$ cat config.mk
export PLATFORM = sky130hd
export DESIGN_NAME = misr_response_analyzer
export DESIGN_NICKNAME = d
export VERILOG_FILES = /design/src/rtl/misr_response_analyzer.sv
export SDC_FILE = /design/constraint.sdc
export NUM_CORES = 1
export LEC_CHECK = 0
export BUFFER_PORTS_ARGS = -buffer_cell sky130_fd_sc_hd__buf_2
export CAP_MARGIN = 40
export CORE_MARGIN = 4
export CORE_UTILIZATION = 54
export DETAILED_ROUTE_END_ITERATION = 10
export GPL_ROUTABILITY_DRIVEN = 0
export GPL_TIMING_DRIVEN = 0
export PLACE_DENSITY = 0.9
export RECOVER_POWER = 100
export SYNTH_ARGS = -nofsm -noshare
export SYNTH_HDL_FRONTEND = slang
export SYNTH_SLANG_ARGS = --single-unit
$ cat constraint.sdc
create_clock -name clk -period 3.31 [get_ports clk]
set_input_delay 0.1655 -clock clk [delete_from_list [all_inputs] [get_ports clk]]
set_output_delay 0.1655 -clock clk [all_outputs]
set_load 0.05 [all_outputs]
$ cat src/rtl/misr_response_analyzer.sv
// Galois MISR output-response analyzer: compacts NUM_WORDS result words into a signature
// and compares it against a golden value. Optional idle abort enabled by MISR_TIMEOUT_EN.
module misr_response_analyzer #(
  parameter int unsigned WIDTH     = 17,
  parameter logic [WIDTH-1:0] POLY = WIDTH'(17'h00009),
  parameter int unsigned NUM_WORDS = 16,
  parameter int unsigned TIMEOUT   = 64
) (
  input  logic             clk,
  input  logic             rst_n,
  input  logic             start,
  input  logic [WIDTH-1:0] seed,
  input  logic [WIDTH-1:0] golden,
  input  logic             din_valid,
  input  logic [WIDTH-1:0] din,
  output logic             din_ready,
  output logic             busy,
  output logic             done,
  output logic             pass,
`ifdef MISR_TIMEOUT_EN
  output logic             timeout,
`endif
  output logic [WIDTH-1:0] signature
);

  localparam int unsigned CNT_W = $clog2(NUM_WORDS + 1);

  if (NUM_WORDS < 1 || NUM_WORDS > 65535 || TIMEOUT < 1) begin : g_bad_param
    $error("misr_response_analyzer: NUM_WORDS must be 1..65535 and TIMEOUT >= 1");
  end

  typedef enum logic [1:0] {IDLE, COMPACT, DONE} state_t;

  state_t           state;
  logic [CNT_W-1:0] cnt;
  logic [WIDTH-1:0] golden_q;
  logic [WIDTH-1:0] misr_next_c;
  logic             accept_c;
  logic             last_word_c;

`ifdef MISR_TIMEOUT_EN
  localparam int unsigned IDLE_W = $clog2(TIMEOUT + 1);
  logic [IDLE_W-1:0] idle_cnt;
`endif

  // A word arriving together with start belongs to the aborted run and is dropped.
  assign din_ready   = (state == COMPACT);
  assign accept_c    = din_valid && din_ready && !start;
  assign last_word_c = (cnt == CNT_W'(NUM_WORDS - 1));
  assign misr_next_c = {signature[WIDTH-2:0], 1'b0}
                     ^ (signature[WIDTH-1] ? POLY : '0)
                     ^ din;

  // Control FSM with registered status outputs.
  always_ff @(posedge clk or negedge rst_n) begin
    if (!rst_n) begin
      state     <= IDLE;
      signature <= '0;
      golden_q  <= '0;
      cnt       <= '0;
      busy      <= 1'b0;
      done      <= 1'b0;
      pass      <= 1'b0;
`ifdef MISR_TIMEOUT_EN
      idle_cnt  <= '0;
      timeout   <= 1'b0;
`endif
    end else if (start) begin
      state     <= COMPACT;
      signature <= seed;
      golden_q  <= golden;
      cnt       <= '0;
      busy      <= 1'b1;
      done      <= 1'b0;
      pass      <= 1'b0;
`ifdef MISR_TIMEOUT_EN
      idle_cnt  <= '0;
      timeout   <= 1'b0;
`endif
    end else begin
      case (state)
        COMPACT: begin
          if (accept_c) begin
            signature <= misr_next_c;
            cnt       <= cnt + 1'b1;
`ifdef MISR_TIMEOUT_EN
            idle_cnt  <= '0;
`endif
            if (last_word_c) begin
              state <= DONE;
              busy  <= 1'b0;
              done  <= 1'b1;
              pass  <= (misr_next_c == golden_q);
            end
          end
`ifdef MISR_TIMEOUT_EN
          else if (idle_cnt == IDLE_W'(TIMEOUT - 1)) begin
            state   <= DONE;
            busy    <= 1'b0;
            done    <= 1'b1;
            pass    <= 1'b0;
            timeout <= 1'b1;
          end else begin
            idle_cnt <= idle_cnt + 1'b1;
          end
`endif
        end
        IDLE, DONE: ;
        default: state <= IDLE;
      endcase
    end
  end

endmodule
* Yosys cells after proc, flatten, opt, wreduce, memory -nomap -nowiden
Index checks and enable logic that the tools add are counted.
** Storage, ports and cells
- Logic and storage cells :: 51
- Input bits :: 55
- Bits in registers :: 44
- Memories kept :: 0
- Bits in latches :: 0
- ROM bits :: 0
- RAM bits :: 0
** Operators by class
- Shift operators :: 0
- Reduce and logical (&&, ||, !) cells :: 11
- Equality and inequality tests :: 7
- Div/mod/pow operators :: 0
- Multipliers :: 0
- Bitwise operators :: 2
- Add/sub/neg operators :: 1
- Muxes and demuxes :: 23
- Magnitude comparators :: 0
** Operator list (number)
- two-way mux 17 bit :: 3
- == test 17 bit :: 1
- bitwise XOR 17 bit :: 1
- bitwise XOR 17 x 4 -> 17 bit :: 1
- two-way mux 5 bit :: 3
- two-way mux 1 bit :: 12
- two-way mux 2 bit :: 3
- != test 3 x 2 -> 1 bit, second input constant :: 2
- AND reduction 3 bit :: 2
- nonzero test 2 bit :: 3
- adder 5 x 1 -> 5 bit, second input constant :: 1
- == test 5 x 4 -> 1 bit, second input constant :: 1
- two-way mux 4 bit :: 1
- case mux 2 bit (2 select lines) :: 1
- == test 2 x 1 -> 1 bit, second input constant :: 1
- == test 2 bit, second input constant :: 1
- logical AND 1 bit :: 2
- logical NOT 2 bit :: 1
- != test 2 bit, second input constant :: 1
- AND reduction 2 bit :: 1
- OR reduction 2 bit :: 1
- logical NOT 1 bit :: 1

* Logic depth before layout (Yosys ltp)
- Depth after elaboration :: 8
- Mapped depth :: 6
- Gate-level depth less buffers :: 6

* Worst setup path after synthesis
No wires, ideal clock.
- Path kind :: register -> register
- Start point :: reg signature[12]
- End point :: reg pass
- Slack :: 1.480 ns
- Library setup time :: 0.092 ns
- Period minus slack after synthesis :: 1.830 ns
- Data required time :: 3.218 ns
- Cell stages (with the launch flop) :: 5
- Buffers on the path :: 0
- Data arrival time :: 1.738 ns
- Cells stage by stage :: dfrtp_1 -> xnor3_1 -> nand4_1 -> or4_1 -> o31ai_2
** On the way
- Word-level cells in the longest chain between the ends :: 7
** Ends and longest elaborated chain
- start, declared :: RTL line 23 : output logic [WIDTH-1:0] signature
- start signal, assigned :: RTL line 84 : signature <= misr_next_c;
- bitwise XOR 17 x 4 -> 17 bit :: RTL line 51 : ^ (signature[WIDTH-1] ? POLY : '0)
- bitwise XOR 17 bit :: RTL line 52 : ^ din;
- == test 17 bit :: RTL line 93 : pass <= (misr_next_c == golden_q);
- two-way mux 1 bit :: RTL line 89 : if (last_word_c) begin
- two-way mux 1 bit :: RTL line 83 : if (accept_c) begin
- two-way mux 1 bit :: RTL line 81 : case (state)
- two-way mux 1 bit :: RTL line 68 : end else if (start) begin
- end signal, assigned :: RTL line 93
- end, declared :: RTL line 19 : output logic pass,
No other way between the ends. The select of a mux whose other input is x is not followed.
A chain may end at the register's enable or synchronous reset.

* Worst setup path in the final report
- Start point :: reg state[1]
- End point :: reg pass
** On the way
- Word-level cells in the longest chain between the ends :: 5
** Ends and longest elaborated chain
- start, declared :: RTL line 34 : state_t state;
- start signal, assigned :: RTL line 57 : state <= IDLE;
- start signal, assigned :: RTL line 69 : state <= COMPACT;
- start signal, assigned :: RTL line 90 : state <= DONE;
- == test 2 x 1 -> 1 bit (*) :: RTL line 47, 81
- logical AND 1 bit (2 in a row) :: RTL line 48 : assign accept_c = din_valid && din_ready && !start;
- nonzero test 2 bit (no source line)
- AND reduction 3 bit (no source line) (*)
Mark *: on every way between the ends. The rest lies on a longest branch, timed or not.

==> run metrics <==
Tot GR Track Use=0.218; largest delay contributor family on the critical path=simple AND/OR/NAND/NOR gates; ratio of final minimum period to clock period=0.665; Die W=73.8 um; flops & latches, synth=44; largest net degree at the start of global routing=37; Tot Pwr=1.38 mW; post-route cell area=roughly 2900 sq um; DRC errors left=0; root buffer cell=clkbuf_8; synth warn=0; Critical Path AT=around 2.4 ns; post-route ant nets=0; Die ar.=between 5000 and 6000 sq um; GR Overflow Total=0; Row Count=23; Max-cap violations=0; number of synthesized flops with an enable pin=0; post-DP HPWL=4230 um; post-synthesis sequential area ratio=0.471; cell total after placement=334; Filler Cells Inserted=332; slowest CP cell=or4_2; # hold bufs at CTS=1; post-CTS sizing=0; Area after DPL=2790 sq um; routed len/inst=16.1 um; Nets=about 350; Area contributors post-synth=dfrtp_1 47%, xnor3_1 9.6%, xnor2_1 8.2%, mux2_2 8.2%, a21oi_1 4.1%; sum of buffers and inverters on the critical path=1; initial core utilization=0.572; RR Startpoint=state[1]; startpoint types=flop; Worst slew margin=0.585; diode count=0; Worst Hold Class=input pin to flop; DR pass1 iterations=4; worst vdd ir=319 uV; syn_nets=266; Clock Power Share=0.262; share of post-route cells with drive strength above 1=0.271; Setup-failing EPs final=0; top-count cell post-synth=dfrtp_1; Clock transition at path regs=0.08 ns; hold path depth=3; vias per cell=5.32; initial drt markers=95; Non-Filler Instances=342; top_reg_cell synth=dfrtp_1; FF-to-FF path depth=5; FFs w/ async S/R, synth=1.00; first-pass GRT wire length=8800 um; total core area=4090 sq um; Cell Area, Synth=2340 sq um; hold path start=seed[12]; PwrDens=484 nW/um^2; vias in the first global route=around 1,800; sequential share of power=0.460; Final Hold Viols=0; CP endpoint kind=flop; Max Fclk=0.455 GHz; synthesized area per cell=11.2 sq um; RSZ-0062 raised after global routing=no; Die Height=73.8 um; Comb pwr share=0.278; TritonCTS Buffers=5; Max Slew Vio Count=0; end of the worst register-to-register path=pass; Synth cell types=27; clk sinks=44; Routed WL=about 5500 um; Vias=between 1,500 and 2,000; WHS Endpoint=signature[12]; Setup TNS=0 ns; Required @ worst endpoint=around 3.5 ns; Sw Ratio=0.320; Worst-Margin Slew=0.625 ns; area delta synth->final=22.0%; LEAKAGE=1.32 nW; top-area cell type share of the netlist area=0.471; CP Class=flop to flop; area leader, netlist=dfrtp_1; worst clock skew=0.00728 ns; Pint=0.938 mW; status=complete, no violations; Mapped Cells=209; most instantiated cells after synthesis=44 x dfrtp_1, 22 x xnor2_1, 21 x nand2_1, 21 x nor2_1, 19 x a21oi_1; CTS tree=done; Crit Path Max Fanout=9; Worst-Skew Late Latency=approximately 0.30 ns; critical path cell sequence=and3b_1 > clkbuf_1 > nand2_1 > or4_2 > o31ai_2; NetSw=around 0.44 mW; post-layout min period=around 2.2 ns; # IOs=76; Longest Clk Path Bufs=2; Post-CTS Setup Inserts=0; htree depth=2; PortBufs=74; FF-to-FF setup slack=approximately 1.1 ns; Largest stage delay, worst path=between 0.6 and 0.7 ns; initial antenna violation count=0
routing by layer:
metal	share of wire	global-route usage	up-vias
met5	0	0	-
met4	0.014	0.0704	0
met3	0.084	0.0657	8
met2	0.49	0.348	58
met1	0.41	0.286	882
li1	-	-	871
sequential cells by signal (all words and copies together), names as in the netlist:
signal,cells
golden_q,17
signature,17
cnt,5
state,2
busy,1
done,1
pass,1
worst max-delay path by stage:
| stage | depth (start not counted) | endpoint | startpoint |
|---|---|---|---|
| 2_1_floorplan | 4 | pass | signature[12] |
| 3_3_place_gp | 6 | pass | cnt[0] |
| 3_5_place_dp | 6 | pass | cnt[0] |
| 4_1_cts | 6 | pass | cnt[0] |
| 5_1_grt | 5 | pass | state[1] |
| 6_report | 5 | pass | state[1] |
cell families after synthesis:
group,Yosys count,synth area share
buffers and inverters,12,0.0225
xor gates and xnor gates,38,0.208
DFF,44,0.471
AOI/OAI and AO/OA,40,0.0921
adders and majority gates,2,0.0107
and+or+nand+nor,55,0.109
muxes,18,0.0862
metrics by stage:
| step | worst slack [ns] | hold slack (ns) | util |
|---|---|---|---|
| after global placement | 1.53 | 0.375 | 0.678 |
| after global routing | 1.01 | 0.0662 | 0.697 |
| after floorplan | 1.48 | -0.130 | - |
| final | 1.11 | 0.0674 | 0.697 |
| after CTS | 1.46 | 0.0655 | 0.709 |
| after detailed placement | 1.48 | 0.0475 | 0.682 |
power groups by stage:
stage	sequential (mW)	clock [mW]	combinational, mW
2_1_floorplan	0.719	0	0.192
3_3_place_gp	0.640	0	0.381
3_5_place_dp	0.644	0	0.394
4_1_cts	0.634	0.366	0.397
5_1_grt	0.642	0.389	0.415
6_report	0.635	0.362	0.384
worst register-to-register path: cells and delay by family, from the launching register on:
kind	cells	cell delay (ns)
simple gates	3	1.13
compound gates	1	0.22
buf+inv	1	0.37
flops	1	0.40
cell usage in the layout, fill, tap and decap left out, drive strengths merged:
cell | netlist | final
buf | 1 | 53
dfrtp | 44 | 44
clkbuf | 10 | 40
xnor2 | 22 | 22
nand2 | 22 | 22
nor2 | 21 | 21
a21oi | 19 | 19
mux2 | 17 | 17
o21ai | 17 | 17
xnor3 | 10 | 10
xor2 | 5 | 5
nand4 | 4 | 4
nand3b | 2 | 2
a21o | 2 | 2
ha | 2 | 2
or4 | 2 | 2
inv | 1 | 1
nor2b | 1 | 1
and3 | 1 | 1
and3b | 1 | 1
mux2i | 1 | 1
xor3 | 1 | 1
o31ai | 1 | 1
nand2b | 1 | 1
a211oi | 1 | 1
dlygate4sd3 | 0 | 1
layout make-up:
class / count / area (sq um) / share of cell area
Clock buffer: 7 / 96.3 / 0.0338
Multi-Input combinational cell: 153 / 1170 / 0.411
Tap cell: 50 / 62.6 / 0.0219
Timing Repair Buffer: 76 / 373 / 0.131
Sequential cell: 44 / 1100 / 0.386
Buffer: 11 / 41.3 / 0.0145
Inverter: 1 / 3.75 / 0.00132
Note: power is estimated with default switching activity, not from simulation.
